File: src/rtl/weight_loader.sv
// Streams NUM_UNITS weight bytes from a valid/ready source into a register bank,
// one registered write per accepted byte, then pulses done for a single cycle.
module weight_loader #(
    parameter int DATA_W    = 8,
    parameter int NUM_UNITS = 4,
    parameter int ADDR_W    = 2
) (
    input  logic              clk,
    input  logic              reset,
    input  logic              start,
    input  logic [DATA_W-1:0] inData,
    input  logic              inValid,
    output logic              inReady,
    output logic [DATA_W-1:0] dataIn,
    output logic [ADDR_W-1:0] address,
    output logic              write,
    output logic              busy,
    output logic              done
);

    localparam logic [1:0] IDLE   = 2'd0;
    localparam logic [1:0] LOAD   = 2'd1;
    localparam logic [1:0] FINISH = 2'd2;

    localparam logic [ADDR_W-1:0] LAST_CNT = ADDR_W'(NUM_UNITS - 1);

    logic [1:0]        state_r;
    logic [1:0]        state_nxt_s;
    logic [ADDR_W-1:0] cnt_r;
    logic [ADDR_W-1:0] cnt_nxt_s;
    logic [DATA_W-1:0] data_r;
    logic [DATA_W-1:0] data_nxt_s;
    logic [ADDR_W-1:0] addr_r;
    logic [ADDR_W-1:0] addr_nxt_s;
    logic              write_r;
    logic              write_nxt_s;
    logic              busy_r;
    logic              busy_nxt_s;
    logic              done_r;
    logic              done_nxt_s;
    logic              ready_s;
    logic              transfer_s;

    // Ready is a pure decode of the current state so the source sees it without delay.
    assign ready_s    = (state_r == LOAD);
    assign transfer_s = ready_s & inValid;

    // Next-state, counter and bank-port decisions for the coming edge.
    always_comb begin
        state_nxt_s = state_r;
        cnt_nxt_s   = cnt_r;
        data_nxt_s  = data_r;
        addr_nxt_s  = addr_r;
        write_nxt_s = 1'b0;
        done_nxt_s  = 1'b0;
        case (state_r)
            IDLE: begin
                if (start) begin
                    state_nxt_s = LOAD;
                    cnt_nxt_s   = {ADDR_W{1'b0}};
                end else begin
                    state_nxt_s = IDLE;
                end
            end
            LOAD: begin
                if (transfer_s) begin
                    data_nxt_s  = inData;
                    addr_nxt_s  = cnt_r;
                    write_nxt_s = 1'b1;
                    // The last byte wraps the counter so it never leaves 0..NUM_UNITS-1.
                    if (cnt_r == LAST_CNT) begin
                        state_nxt_s = FINISH;
                        cnt_nxt_s   = {ADDR_W{1'b0}};
                    end else begin
                        state_nxt_s = LOAD;
                        cnt_nxt_s   = cnt_r + ADDR_W'(1);
                    end
                end else begin
                    state_nxt_s = LOAD;
                end
            end
            FINISH: begin
                state_nxt_s = IDLE;
                done_nxt_s  = 1'b1;
            end
            default: begin
                state_nxt_s = IDLE;
                cnt_nxt_s   = {ADDR_W{1'b0}};
            end
        endcase
        busy_nxt_s = (state_nxt_s != IDLE);
    end

    // State and registered outputs; reset clears everything without a done pulse.
    always_ff @(posedge clk or posedge reset) begin
        if (reset) begin
            state_r <= IDLE;
            cnt_r   <= {ADDR_W{1'b0}};
            data_r  <= {DATA_W{1'b0}};
            addr_r  <= {ADDR_W{1'b0}};
            write_r <= 1'b0;
            busy_r  <= 1'b0;
            done_r  <= 1'b0;
        end else begin
            state_r <= state_nxt_s;
            cnt_r   <= cnt_nxt_s;
            data_r  <= data_nxt_s;
            addr_r  <= addr_nxt_s;
            write_r <= write_nxt_s;
            busy_r  <= busy_nxt_s;
            done_r  <= done_nxt_s;
        end
    end

    assign inReady = ready_s;
    assign dataIn  = data_r;
    assign address = addr_r;
    assign write   = write_r;
    assign busy    = busy_r;
    assign done    = done_r;

endmodule

File: config.mk
export PLATFORM = sky130hd
export DESIGN_NAME = weight_loader
export DESIGN_NICKNAME = d
export VERILOG_FILES = /design/src/rtl/weight_loader.sv
export SDC_FILE = /design/constraint.sdc
export NUM_CORES = 1
export LEC_CHECK = 0
export CORE_ASPECT_RATIO = 0.75
export CORE_MARGIN = 2
export CORE_UTILIZATION = 38
export DETAILED_ROUTE_END_ITERATION = 8
export PLACE_DENSITY = 0.73
export SYNTH_ARGS = -nofsm -noshare
export SYNTH_HDL_FRONTEND = slang
export SYNTH_SLANG_ARGS = --single-unit
File: constraint.sdc
create_clock -name clk -period 1.23 [get_ports clk]
set_input_delay 0.1845 -clock clk [delete_from_list [all_inputs] [get_ports clk]]
set_output_delay 0.1845 -clock clk [all_outputs]
set_load 0.01 [all_outputs]
==> impl_metrics.ini <==
[worst_setup_path]
cp.arrival_ps = 1090
crit_type = flop to output pin
cp-start-kind = flop
path_cells = and2b_4 -> buf_6
path_max_fanout = 3
critical_path.max_stage_delay_ps = 390
worst_path_max_delay_cell = dfrtp_1
r2r_slack_ps = 0
cp-end-kind = output pin
critPathRequiredTime_ps = 1050

[yosys]
count_of_mapped_cells_out_of_synthesis = 46
synth-seq-area-share = 0.608
syn_nets = 59
syn_avg_cell_area_sq_um = 15.2
synth_cell_types = 15
synth_area_sq_um = 699
synth_warnings = 0
yosys_register_bits = 17

[detailed_routing]
drtAntennaViolNets = 0
route.detailed.vias_per_inst = 4.55
drt_first_pass_iters = 4
first_iter_violations = 7
total_number_of_vias = 482
routed_wire_length_per_instance_um = 12.4
detail_route.drc_violations = 0
routed_wirelength_mm = 1.32

[placement]
io_buffers = 25
dpl-instance-area_sq_um = 1030
dp.final_hpwl_um = 934
placed_cells = 100
gp_routability_congestion = 0.763

[floorplanning]
dieArea_sq_um = 2200
fp.dieH_um = 41.2
starting_density_of_the_core = 0.402
fp.dieW_um = 53.5
io-pin-count = 26
rows = 13
core_sq_um = 1740

[cts]
cts-root-to-sink-buffers = 2
cts.sinks = 17
root_buffer = clkbuf_4
cts_made_buffers = 3
cts_tree = built
clock_pin_slew_on_the_worst_setup_and_hold_paths_ps = 100
h-tree-depth = 1
cts-hold-fix-buffers = 0
clock_latency_ps = 290

[layout]
proportion_of_layout_cells_with_a_drive_suffix_above_1 = 0.345
areaGrowthSynthToFinish_pct = 55.1
n_antenna_cell = 0
layout.cell_area.non_filler_sq_um = 1080
postLayoutCoreUtil = 0.623
final_cells = 106
nets = 98
most_frequent_cells_in_the_layout = 17 x dfrtp_1, 13 x dlygate4sd2_1, 11 x clkdlybuf4s50_1
final_common_cell = dfrtp_1

[timing]
unrepaired_setup_endpoints_after_global_routing = yes
timing.final.crit_share = 1.04
fmax_ghz = 0.785
setup-violations-final = 1
fin_worst_hold_slack_ps = 190
final_hold_viol_count = 0
finClkSkew_ps = 3.10
slew_headroom = 0.784
worstMarginPinSlew_ps = 322
worst_slack_ps = -43.8
tns_ps = -43.8
timing.final.max_slew_violations = 0
post-route-min-period_ps = 1270

[status]
status = finished with violations
violations = negative setup slack

[power_and_ir_drop]
max_ir_drop_vdd_uv = 1190
powerDensity_nw_per_um2 = 2100
leakagePower_uw = 0.000539

[global_route]
number_of_global_route_vias_before_repair = 470
global_route_wire_length_before_repair_mm = 2.17
overflow_left_after_global_routing = 0
antenna_found_initial = 0
largest_net_degree_at_the_start_of_global_routing = 18
groute.usage.overall = 0.148

[worst_hold_path]
hold_path_class = input port to async pin

[flow_run]
maxCapViolCount = 0
cells by family after synthesis:
group	share of synthesized area
AO/OA/AOI/OAI	0.0519
adder cells (fa/ha/maj)	0.0179
buffers and inverters	0.0376
flip-flops	0.608
multiplexers	0.225
AND/OR/NAND/NOR	0.0590
final cells by class:
class	instances	area, sq um
multi-input combinational	24	275
sequential	17	425
clock buffer	3	22.5
clock inverter	1	5.00
fill	152	656
inverter	4	15.0
tap	22	27.5
timing repair buffer	35	314
path summary, 6_finish.rpt:
kind | depth (start not counted) | endpoint | start
max | 2 | inReady | state_r[1]
min | 3 | dataIn[0] | reset
max reg2reg | 4 | cnt_r[0] | cnt_r[0]
min reg2reg | 1 | dataIn[1] | dataIn[1]
max in group asynchronous | 3 | cnt_r[1] | reset
min in group clk | 2 | dataIn[6] | inData[6]
power breakdown:
group          internal [uW]  switching [uW]
Clock                    121             172
Sequential               768             117
Combinational            680             418
Total                   1570             706
synth_stat cells, drive strengths merged:
library cell  number  area share
a21oi              1      0.0071
buf                1       0.016
ha                 1       0.018
mux2              11        0.23
and2b              1       0.013
nand2              1      0.0090
a311oi             1       0.013
inv                4       0.021
o21ai              1      0.0071
nor2               3       0.016
or3b               1       0.013
a22o               2       0.025
dfrtp             17        0.61
and3               1      0.0090
stage by stage:
stage / setup slack (ps) / power [uW]
floorplan: -53.6 / 1460
global placement: -238 / 1990
detailed placement: -267 / 2010
CTS: -143 / 2200
global route: -81.2 / 2460
finish: -43.8 / 2280
routing by layer:
| metal | routed length, um | track usage | vias to the layer above |
|---|---|---|---|
| met5 | 0 | 0 | - |
| li1 | - | - | 233 |
| met1 | 576 | 0.179 | 230 |
| met3 | 111 | 0.0547 | 0 |
| met2 | 627 | 0.253 | 19 |
| met4 | 0 | 0.0385 | 0 |
flip-flops by register name, indices dropped and copies added, names as in the netlist:
signal / cells
address: 2
cnt_r: 2
busy: 1
done: 1
write: 1
state_r: 2
dataIn: 8
worst max-delay path, delay by kind of cell, from the launching register on:
family                 cells  cell delay, ps
AND/OR/NAND/NOR            1             300
flip-flops                 1             390
buffers and inverters      1             110
timing repair:
item                                   CTS  global route
endpoints found under the hold margin    0             0
buffers inserted                         0             2
setup endpoints to repair               26            13
pin swaps                                2             3
resized for setup                       17             8
cloned                                   0             0
Note: power is estimated with default switching activity, not from simulation.
